$ cat config.mk
export PLATFORM = sky130hd
export DESIGN_NAME = lsu_dm_ctrl_flat
export DESIGN_NICKNAME = d
export VERILOG_FILES = /design/src/rtl/lsu_dm_ctrl_if.sv /design/src/rtl/lsu_dm_ctrl.sv /design/src/flat_wrapper.sv
export SDC_FILE = /design/constraint.sdc
export NUM_CORES = 1
export LEC_CHECK = 0
export ABC_AREA = 1
export ABC_CLOCK_PERIOD_IN_PS = 2880
export BUFFER_PORTS_ARGS = -buffer_cell sky130_fd_sc_hd__buf_2
export CORE_ASPECT_RATIO = 1.1
export CORE_MARGIN = 1.5
export CORE_UTILIZATION = 40
export CTS_BUF_LIST = sky130_fd_sc_hd__clkbuf_8
export CTS_CLUSTER_SIZE = 12
export DETAILED_ROUTE_END_ITERATION = 7
export PLACE_DENSITY_LB_ADDON = 0.05
export RECOVER_POWER = 50
export SLEW_MARGIN = 20
export SYNTH_ARGS = -nofsm -noshare
export SYNTH_HDL_FRONTEND = slang
export SYNTH_SLANG_ARGS = --single-unit
$ cat constraint.sdc
create_clock -name clk -period 2.88 [get_ports clk]
set_clock_uncertainty 0.1 [all_clocks]
set_input_delay 0.576 -clock clk [delete_from_list [all_inputs] [get_ports clk]]
set_output_delay 0.576 -clock clk [all_outputs]
set_load 0.1 [all_outputs]
$ cat src/rtl/lsu_dm_ctrl_if.sv
// Request/response and data-memory bus of the load/store controller.
// slave is the controller's view. master is the surrounding pipeline and
// memory: it drives the requests and memory read data, and it observes the
// responses and memory strobes.
interface lsu_dm_ctrl_if #(
  parameter int unsigned AW = 6
);
  localparam int unsigned DW = 32;

  logic          req_valid;
  logic          req_ready;
  logic          req_we;
  logic [1:0]    req_size;
  logic          req_unsigned;
  logic [DW-1:0] req_addr;
  logic [DW-1:0] req_wdata;

  logic          resp_valid;
  logic          resp_err;
  logic [DW-1:0] resp_rdata;

  logic [AW-1:0] dm_addr;
  logic          dm_rd;
  logic          dm_wr;
  logic [DW-1:0] dm_wdata;
  logic [DW-1:0] dm_rdata;

  modport master (
    output req_valid, req_we, req_size, req_unsigned, req_addr, req_wdata,
    output dm_rdata,
    input  req_ready, resp_valid, resp_err, resp_rdata,
    input  dm_addr, dm_rd, dm_wr, dm_wdata
  );

  modport slave (
    input  req_valid, req_we, req_size, req_unsigned, req_addr, req_wdata,
    input  dm_rdata,
    output req_ready, resp_valid, resp_err, resp_rdata,
    output dm_addr, dm_rd, dm_wr, dm_wdata
  );
endinterface

$ cat src/rtl/lsu_dm_ctrl.sv
// Load/store controller between the EX/MEM pipeline register and a
// 64-word x 32-bit data memory. It turns byte, halfword and word requests
// into word accesses. Partial stores use read-modify-write, and loads are
// sign- or zero-extended.
// Optional feature: define LSU_ALIGN_CHK_EN to enable misalignment detection
// and error responses. Without this macro, accesses are forced aligned and
// resp_err stays 0.
module lsu_dm_ctrl #(
  parameter int unsigned AW = 6
) (
  input  logic         clk,
  input  logic         rst_n,
  lsu_dm_ctrl_if.slave bus
);

  localparam int unsigned DW = 32;
  localparam int unsigned HW = 16;
  localparam int unsigned BW = 8;

  typedef enum logic [2:0] {
    IDLE   = 3'd0,
    LOAD   = 3'd1,
    RMW_RD = 3'd2,
    WR     = 3'd3,
    RMW_WR = 3'd4,
    RESP   = 3'd5
  } state_t;

  state_t        state_q, state_d;
  logic [1:0]    size_q, size_d;
  logic          uns_q, uns_d;
  logic [1:0]    lane_q, lane_d;
  logic [HW-1:0] wdata_q, wdata_d;
  logic [AW-1:0] dm_addr_q, dm_addr_d;
  logic [DW-1:0] dm_wdata_q, dm_wdata_d;
  logic [DW-1:0] rdata_q, rdata_d;
  logic          err_q, err_d;
  logic          resp_valid_q;
  logic          req_ready_q;
  logic          dm_wr_q;

  logic          misalign_c;
  logic [BW-1:0] byte_c;
  logic [HW-1:0] half_c;
  logic [DW-1:0] load_c;
  logic [DW-1:0] merged_c;
  logic          unused_addr_hi;

  assign unused_addr_hi = ^bus.req_addr[DW-1:AW+2];

  // Detect a misaligned request in the incoming request fields.
`ifdef LSU_ALIGN_CHK_EN
  always_comb begin
    misalign_c = 1'b0;
    if (bus.req_size == 2'b01) begin
      misalign_c = bus.req_addr[0];
    end else if (bus.req_size[1]) begin
      misalign_c = |bus.req_addr[1:0];
    end
  end
`else
  assign misalign_c = 1'b0;
`endif

  // Extract the load lane from memory data and extend it to 32 bits.
  always_comb begin
    byte_c = bus.dm_rdata[{lane_q, 3'b000} +: BW];
    half_c = bus.dm_rdata[{lane_q[1], 4'b0000} +: HW];
    case (size_q)
      2'b00:   load_c = uns_q ? {24'd0, byte_c} : {{24{byte_c[BW-1]}}, byte_c};
      2'b01:   load_c = uns_q ? {16'd0, half_c} : {{16{half_c[HW-1]}}, half_c};
      default: load_c = bus.dm_rdata;
    endcase
  end

  // Merge the captured byte or halfword into the word that was read.
  always_comb begin
    merged_c = bus.dm_rdata;
    if (size_q == 2'b00) begin
      merged_c[{lane_q, 3'b000} +: BW] = wdata_q[BW-1:0];
    end else begin
      merged_c[{lane_q[1], 4'b0000} +: HW] = wdata_q;
    end
  end

  // Compute the next state and the next value of each captured register.
  always_comb begin
    state_d    = state_q;
    size_d     = size_q;
    uns_d      = uns_q;
    lane_d     = lane_q;
    wdata_d    = wdata_q;
    dm_addr_d  = dm_addr_q;
    dm_wdata_d = dm_wdata_q;
    rdata_d    = rdata_q;
    err_d      = err_q;
    case (state_q)
      IDLE: begin
        if (bus.req_valid) begin
          size_d    = bus.req_size;
          uns_d     = bus.req_unsigned;
          lane_d    = bus.req_addr[1:0];
          wdata_d   = bus.req_wdata[HW-1:0];
          dm_addr_d = bus.req_addr[AW+1:2];
          if (misalign_c) begin
            rdata_d = '0;
            err_d   = 1'b1;
            state_d = RESP;
          end else if (!bus.req_we) begin
            state_d = LOAD;
          end else if (bus.req_size[1]) begin
            dm_wdata_d = bus.req_wdata;
            state_d    = WR;
          end else begin
            state_d = RMW_RD;
          end
        end
      end
      LOAD: begin
        rdata_d = load_c;
        err_d   = 1'b0;
        state_d = RESP;
      end
      RMW_RD: begin
        dm_wdata_d = merged_c;
        state_d    = RMW_WR;
      end
      WR, RMW_WR: begin
        rdata_d = '0;
        err_d   = 1'b0;
        state_d = RESP;
      end
      RESP: begin
        state_d = IDLE;
      end
      default: begin
        state_d = IDLE;
      end
    endcase
  end

  // Update the state and the captured registers. The strobes are registered
  // from the next state, so the req_* inputs reach dm_* only through a flop.
  always_ff @(posedge clk or negedge rst_n) begin
    if (!rst_n) begin
      state_q      <= IDLE;
      size_q       <= '0;
      uns_q        <= 1'b0;
      lane_q       <= '0;
      wdata_q      <= '0;
      dm_addr_q    <= '0;
      dm_wdata_q   <= '0;
      rdata_q      <= '0;
      err_q        <= 1'b0;
      resp_valid_q <= 1'b0;
      req_ready_q  <= 1'b1;
      dm_wr_q      <= 1'b0;
    end else begin
      state_q      <= state_d;
      size_q       <= size_d;
      uns_q        <= uns_d;
      lane_q       <= lane_d;
      wdata_q      <= wdata_d;
      dm_addr_q    <= dm_addr_d;
      dm_wdata_q   <= dm_wdata_d;
      rdata_q      <= rdata_d;
      err_q        <= err_d;
      resp_valid_q <= (state_d == RESP);
      req_ready_q  <= (state_d == IDLE);
      dm_wr_q      <= (state_d == WR) || (state_d == RMW_WR);
    end
  end

  assign bus.req_ready  = req_ready_q;
  assign bus.resp_valid = resp_valid_q;
  assign bus.resp_err   = err_q;
  assign bus.resp_rdata = rdata_q;
  assign bus.dm_addr    = dm_addr_q;
  assign bus.dm_wr      = dm_wr_q;
  assign bus.dm_rd      = dm_wr_q;
  assign bus.dm_wdata   = dm_wdata_q;

endmodule

$ cat src/flat_wrapper.sv
// flat-port wrapper written by rule: the top's interface ports become plain ports
module lsu_dm_ctrl_flat 
#(
  parameter int unsigned AW = 6
)
  (clk, rst_n, bus_req_valid, bus_req_we, bus_req_size, bus_req_unsigned, bus_req_addr, bus_req_wdata, bus_dm_rdata, bus_req_ready, bus_resp_valid, bus_resp_err, bus_resp_rdata, bus_dm_addr, bus_dm_rd, bus_dm_wr, bus_dm_wdata);
  lsu_dm_ctrl_if #(.AW(AW)) bus_i ();
  input  logic clk;
  input  logic rst_n;
  input wire logic [$bits(bus_i.req_valid)-1:0] bus_req_valid;
  input wire logic [$bits(bus_i.req_we)-1:0] bus_req_we;
  input wire logic [$bits(bus_i.req_size)-1:0] bus_req_size;
  input wire logic [$bits(bus_i.req_unsigned)-1:0] bus_req_unsigned;
  input wire logic [$bits(bus_i.req_addr)-1:0] bus_req_addr;
  input wire logic [$bits(bus_i.req_wdata)-1:0] bus_req_wdata;
  input wire logic [$bits(bus_i.dm_rdata)-1:0] bus_dm_rdata;
  output wire logic [$bits(bus_i.req_ready)-1:0] bus_req_ready;
  output wire logic [$bits(bus_i.resp_valid)-1:0] bus_resp_valid;
  output wire logic [$bits(bus_i.resp_err)-1:0] bus_resp_err;
  output wire logic [$bits(bus_i.resp_rdata)-1:0] bus_resp_rdata;
  output wire logic [$bits(bus_i.dm_addr)-1:0] bus_dm_addr;
  output wire logic [$bits(bus_i.dm_rd)-1:0] bus_dm_rd;
  output wire logic [$bits(bus_i.dm_wr)-1:0] bus_dm_wr;
  output wire logic [$bits(bus_i.dm_wdata)-1:0] bus_dm_wdata;
  assign bus_i.req_valid = bus_req_valid;
  assign bus_i.req_we = bus_req_we;
  assign bus_i.req_size = bus_req_size;
  assign bus_i.req_unsigned = bus_req_unsigned;
  assign bus_i.req_addr = bus_req_addr;
  assign bus_i.req_wdata = bus_req_wdata;
  assign bus_i.dm_rdata = bus_dm_rdata;
  assign bus_req_ready = bus_i.req_ready;
  assign bus_resp_valid = bus_i.resp_valid;
  assign bus_resp_err = bus_i.resp_err;
  assign bus_resp_rdata = bus_i.resp_rdata;
  assign bus_dm_addr = bus_i.dm_addr;
  assign bus_dm_rd = bus_i.dm_rd;
  assign bus_dm_wr = bus_i.dm_wr;
  assign bus_dm_wdata = bus_i.dm_wdata;
  lsu_dm_ctrl #(.AW(AW)) u_core (.clk(clk), .rst_n(rst_n), .bus(bus_i));
endmodule
==> qor.yml, run 1 <==
outcome:
  status: "complete, but fails checks"
  violations: "capacitance limit, slew limit"
yosys:
  synth_top_cell_area_share_pct: 42.3
  synth-edff-count: 0
  syn_nets: 891
  async_reset_ff_share_pct: 100
  syn_area_per_cell_um2: 7.25
  synth_top_area_cell: "dfrtp_1"
  synth_top_flop_cell: "dfrtp_1"
  yosysWarnings: 0
  yosysMostFrequentCell: "nand2_1"
  netlist_area_um2: 5670
  ys_seq_area_share_pct: 42.8
  synth_common_cells: "nand2_1 (209), a21oi_1 (125), dfrtp_1 (96), nor2_1 (71), inv_1 (57)"
  synth.ff_latch_count: 97
  synthTopCellsByArea: "dfrtp_1 (42%), nand2_1 (14%), a21oi_1 (11%)"
  synth_cell_types: 27
  synth_cells: 783
floorplanning:
  start_util_pct: 41.0
  die_y_um: 128
  core_area_um2: 13900
  dieArea_um2: 14900
  row_count: 45
  io_pins: 178
  die_width_um: 117
timing:
  fmax_mhz: 433
  worst_pin_slew_ns: 1.52
  hold_viol: 0
  fin_ws_ns: 0.568
  fin_tns_setup_ns: 0
  slew_viol_final: 34
  layout_min_cycle_time_ns: 2.31
  period_share_pct: 80.3
  grt_setup_unrepaired: "no"
  max_slew_margin_pct: -1.06
  setup_viol: 0
critical_path:
  crit_path_frequent_cell: "nor2_1"
  crit_fanout: 33
  slowest_delay_ns: 1.08
  r2r_end: "u_core.bus.dm_wdata[23]"
  critPathLaunchType: "flop"
  crit_chain: "nor2_1 > nand2_1 > inv_1 > clkbuf_1 > nor2_1 > a21oi_1"
  r2r_slack_ns: 0.57
  crit_type: "flop to flop"
  reg2reg_from: "u_core.state_q[0]"
  r2r_cells: 6
  cp.arrival_ns: 2.52
  critPathRequiredTime_ns: 3.09
  critPathSlowestCell: "clkbuf_1"
  crit_start: "u_core.state_q[0]"
  crit_path_end_kind: "flop"
drt:
  finalWirelength_um: 18200
  avgRoutedWirePerCell_um: 16.5
  first_pass_iters: 7
  first_iter_violations: 392
  drc: 0
  viasPerCell: 5.19
  ant_nets: 0
  vias: 5724
global_routing:
  overflow: 0
  antenna_found_initial: 0
  grt_use_total_pct: 25.0
  grt_first_pass_wirelength_um: 28500
  grt_pass1_vias: 5476
  grt_max_degree: 78
cells_and_area:
  num_antenna_cells: 0
  fin_nets: 1018
  syn2layout_area_growth_pct: 18.4
  drive_above_1_share_pct: 20.7
clock_network:
  post_cts_buffers: 0
  path_clk_slew_ns: 0.10
  hold_buffers: 0
  clock_path_buffers: 2
  post_cts_resized: 0
  cts_tree: "yes"
  cts_root_buffer: "clkbuf_8"
  h-tree-depth: 3
  clkSinkCount: 97
  numCtsBuffers: 9
  clock_latency_ns: 0.38
placed_design:
  portBuffers: 152
  place_hpwl_um: 13800
  post-place-ws_ns: 0.727
  place_congestion: 0.859
worst_hold_path:
  hold_class: "primary input to asynchronous set/reset pin"
run:
  cap_viol_max_count: 1
==> flip-flops by register name, indices dropped and copies added, names as in the netlist <==
name	cells
u_core.bus.resp_rdata	32
u_core.wdata_q	16
u_core.size_q	2
u_core.uns_q	1
u_core.bus.dm_rd	1
u_core.bus.resp_valid	1
u_core.bus.dm_wdata	32
u_core.state_q	3
u_core.bus.req_ready	1
u_core.bus.dm_addr	6
u_core.lane_q	2
==> area by class of cell <==
type / instances / area [µm²]
tap: 188 / 235
multi-input combinational: 575 / 2770
clock inverter: 6 / 66.3
inverter: 62 / 235
clock buffer: 10 / 138
timing repair buffer: 165 / 845
sequential: 97 / 2430
fill: 1507 / 7130
==> metal layers <==
layer	routed length [µm]	track usage, %	vias up
li1	-	-	2825
met1	8310	34.0	2710
met2	8730	41.5	165
met3	787	2.88	24
met4	343	8.50	0
met5	0	0	-
==> cells in the final DEF (no fill, tap or decap), drive strengths merged <==
cell type,count
clkinvlp,2
dfstp,1
o21ai,56
buf,146
conb,1
dfrtp,96
a21oi,125
nand2,212
nand3,53
nor3,1
bufinv,1
clkbuf,29
ha,5
nand4,10
nor2,74
clkinv,2
o211ai,24
inv,63
mux2,14
==> worst max-delay path, delay by kind of cell, from the launching register on <==
kind            cells  cell delay, ns
compound gates      1            0.19
simple gates        3            0.38
buf+inv             2            1.13
flops               1            0.41
==> logic make-up (layout without fill, tap and decap cells) <==
family | count (synthesis) | after routing | share of synthesized area [%]
and+or+nand+nor | 350 | 350 | 25.7
AOI/OAI and AO/OA | 205 | 205 | 19.1
buffers and inverters | 111 | 243 | 8.40
DFF | 97 | 97 | 42.8
muxes | 14 | 14 | 2.78
adders and majority gates | 5 | 5 | 1.10
other | 1 | 1 | 0.0661
==> through the flow <==
stage	instance area, µm²	hold slack, ns	cells	utilization, %
global placement	6560	0.361	1087	47.4
finish	6720	0.309	1103	48.5
detailed placement	6560	0.362	1087	47.4
floorplan	5670	0.180	783	-
CTS	6760	0.0969	1103	48.8
global route	6720	0.306	1103	48.5
==> how the worst max path moves through the flow <==
stage,end,slack (ns),depth (start not counted)
6_report,u_core.bus.dm_wdata[23],0.57,6
5_1_grt,u_core.bus.dm_wdata[2],0.25,6
2_1_floorplan,u_core.bus.dm_wdata[16],0.86,9
4_1_cts,u_core.bus.dm_wdata[23],0.69,6
3_5_place_dp,u_core.bus.dm_wdata[23],0.73,6
3_3_place_gp,u_core.bus.dm_wdata[23],0.76,6
Power of run 1 is left out: the tool's default activity adds up to more than one toggle a clock period on the data nets, which glitch-free logic cannot reach.
==> run 2, diff against run 1 <==
--- a/config.mk
+++ b/config.mk
@@ -5,8 +5,8 @@
 export SDC_FILE = /design/constraint.sdc
 export NUM_CORES = 1
 export LEC_CHECK = 0
-export ABC_AREA = 1
-export ABC_CLOCK_PERIOD_IN_PS = 2880
+export ABC_AREA = 0
+export ABC_CLOCK_PERIOD_IN_PS = 2200
 export BUFFER_PORTS_ARGS = -buffer_cell sky130_fd_sc_hd__buf_2
 export CORE_ASPECT_RATIO = 1.1
 export CORE_MARGIN = 1.5
==> constraint.sdc (replaced) <==
create_clock -name clk -period 2.2 [get_ports clk]
set_clock_uncertainty 0.1 [all_clocks]
set_input_delay 0.44 -clock clk [delete_from_list [all_inputs] [get_ports clk]]
set_output_delay 0.44 -clock clk [all_outputs]
set_load 0.1 [all_outputs]
==> qor.yml, run 2 <==
critical_path:
  crit_type: "flop to flop"  # unchanged
  critPathSlowestCell: "dfrtp_2"  # was clkbuf_1
  crit_buf_inv: 3  # was 2
  cp.arrival_ns: 2.29  # was 2.52 ns
  crit_path_end_kind: "flop"  # unchanged
  crit_chain: "inv_2 > ha_4 > buf_4 > nor4bb_4 > buf_6 > a221oi_1 > a211o_1 > a31oi_1"  # was nor2_1 > nand2_1 > inv_1 > clkbuf_1 > nor2_1 > a21oi_1
  cp_top_family: "compound AO/OA/AOI/OAI gates"  # was buffers and inverters
  critPathRequiredTime_ns: 2.42  # was 3.09 ns
  slowest_delay_ns: 0.44  # was 1.08 ns
  critPathLaunchType: "flop"  # unchanged
  crit_fanout: 9  # was 33
global_routing:
  antenna_found_initial: 0  # unchanged
  grt_use_total_pct: 24.6  # was 25.0%
  grt_max_degree: 58  # was 78
  overflow: 0  # unchanged
  grt_pass1_vias: 4820  # was 5476
  grt_first_pass_wirelength_um: 26400  # was 28500 µm
floorplanning:
  io_pins: 178  # unchanged
  row_count: 44  # was 45
  core_area_um2: 13200  # was 13900 µm²
  die_width_um: 113  # was 117 µm
  start_util_pct: 40.7  # was 41.0%
  die_y_um: 124  # was 128 µm
  dieArea_um2: 14100  # was 14900 µm²
placed_design:
  post_dp_cell_area_um2: 6510  # was 6560 µm²
  place_hpwl_um: 12500  # was 13800 µm
  dp.cells: 835  # was 1087
  portBuffers: 152  # unchanged
  place_congestion: 0.851  # was 0.859
cells_and_area:
  final_area_um2: 6800  # was 6720 µm²
  final_core_util_pct: 51.7  # was 48.5%
  fin_cells: 855  # was 1103
  drive_above_1_share_pct: 38.3  # was 20.7%
  multiInputGateArea_um2: 2690  # was 2770 µm²
  num_antenna_cells: 0  # unchanged
  n_fill_cell: 1253  # was 1507
  syn2layout_area_growth_pct: 26.9  # was 18.4%
  final_common_cell: "buf_2"  # was nand2_1
  register_area_um2: 2430  # unchanged
  final_cell_mix: "buf_2 (124), dfrtp_1 (95), nor2_1 (44)"  # was nand2_1 (209), buf_2 (135), a21oi_1 (125)
  fin_nets: 797  # was 1018
run:
  cap_viol_max_count: 0  # was 1
drt:
  vias: 4906  # was 5724
  drc: 0  # unchanged
  finalWirelength_um: 16900  # was 18200 µm
  avgRoutedWirePerCell_um: 19.8  # was 16.5 µm
  first_iter_violations: 439  # was 392
  first_pass_iters: 6  # was 7
  viasPerCell: 5.74  # was 5.19
  ant_nets: 0  # unchanged
clock_network:
  numCtsBuffers: 9  # unchanged
  cts_root_buffer: "clkbuf_8"  # unchanged
  path_clk_slew_ns: 0.10  # about the same
  cts_tree: "yes"  # unchanged
  clock_path_buffers: 2  # unchanged
  h-tree-depth: 3  # unchanged
  clkSinkCount: 97  # unchanged
  clock_latency_ns: 0.39  # was 0.38 ns
yosys:
  ys_seq_area_share_pct: 45.3  # was 42.8%
  syn_nets: 644  # was 891
  syn_area_per_cell_um2: 10.0  # was 7.25 µm²
  synth-edff-count: 0  # unchanged
  synth_common_cells: "dfrtp_1 (96), nor2_1 (45), nand2_1 (36)"  # was nand2_1 (209), a21oi_1 (125), dfrtp_1 (96), nor2_1 (71), inv_1 (57)
  synth_top_area_cell: "dfrtp_1"  # unchanged
  netlist_area_um2: 5360  # was 5670 µm²
  synth_cells: 536  # was 783
  async_reset_ff_share_pct: 100  # unchanged
  yosysWarnings: 0  # unchanged
  synth_top_cell_area_share_pct: 44.8  # was 42.3%
  synth.ff_latch_count: 97  # unchanged
  synth_top_flop_cell: "dfrtp_1"  # unchanged
  yosysMostFrequentCell: "dfrtp_1"  # was nand2_1
  synth_cell_types: 47  # was 27
  synthTopCellsByArea: "dfrtp_1 (45%), mux2_2 (7.1%), mux2i_1 (6.0%)"  # was dfrtp_1 (42%), nand2_1 (14%), a21oi_1 (11%)
timing:
  slew_viol_final: 0  # was 34
  fmax_mhz: 482  # was 433 MHz
  hold_viol: 0  # unchanged
  grt_setup_unrepaired: "no"  # unchanged
  period_share_pct: 94.2  # was 80.3%
  layout_min_cycle_time_ns: 2.07  # was 2.31 ns
  setup_viol: 0  # unchanged
  worst_pin_slew_ns: 0.904  # was 1.52 ns
  max_slew_margin_pct: 39.7  # was -1.06%
outcome:
  status: "finished clean"  # was complete, but fails checks
worst_hold_path:
  hold_class: "primary input to flop"  # was primary input to asynchronous set/reset pin
==> run 2: changes by cell type after synthesis, sizes merged, moves of 20 or more <==
cell / before / now
nand2: 212 / 36
inv: 60 / 22
nor2: 74 / 45
a21oi: 125 / 34
mux2: 14 / 34
nand3: 53 / 10
o211ai: 24 / 1
mux2i: 0 / 32
o21ai: 56 / 35
a31oi: 0 / 26
==> run 2: logic make-up after synthesis <==
logic type / synth area share (%)
AOI/OAI and AO/OA: 23.8
and+or+nand+nor: 10.7
DFF: 45.3
buffers and inverters: 5.88
muxes: 13.1
adders and majority gates: 1.17
other: 0.0699
==> run 2: metrics by stage <==
stage	setup slack [ns]	setup TNS [ns]	hold slack [ns]
after global routing	0.0164	0	0.160
after detailed placement	-0.0564	-0.587	0.336
final	0.127	0	0.172
after global placement	-0.0344	-0.394	0.333
after floorplan	-0.207	-1.58	0.0444
after CTS	0.00189	0	0.149
==> run 2: layer usage <==
layer / GRT usage, % / part of all wire, % / up-vias
li1: - / - / 2319
met1: 32.9 / 45 / 2365
met2: 39.1 / 46 / 186
met3: 3.70 / 5.0 / 36
met4: 12.1 / 3.6 / 0
met5: 0 / 0 / -
==> run 2: timing repair <==
action | CTS | global route
gates cloned | 0 | 0
setup buffers | 3 | 0
endpoints found under the hold margin | 32 | 0
endpoints found under the setup margin | 21 | 27
hold buffers | 1 | 0
pin swaps | 2 | 2
gates resized for setup | 0 | 11
==> run 2: cell type report <==
type                       count  area share, %
multi-input combinational    366           39.5
sequential                    97           35.7
timing repair buffer         192           17.2
tap                          161           2.96
clock buffer                  11           2.23
inverter                      23           1.31
clock inverter                 5           1.18
==> run 2: worst paths after layout <==
path / start / depth (start not counted) / slack [ns] / end
min: bus_req_addr[4] / 2 / 0.17 / u_core.bus.dm_addr[2]
min reg2reg: u_core.bus.resp_rdata[7] / 1 / 0.39 / u_core.bus.resp_rdata[7]
max reg2reg: u_core.lane_q[1] / 8 / 0.13 / u_core.bus.dm_wdata[3]
max in group asynchronous: rst_n / 3 / 0.36 / u_core.lane_q[1]
min in group asynchronous: rst_n / 2 / 0.60 / u_core.bus.resp_rdata[22]
max: u_core.lane_q[1] / 8 / 0.13 / u_core.bus.dm_wdata[3]
Power of run 2 is left out for the same reason.
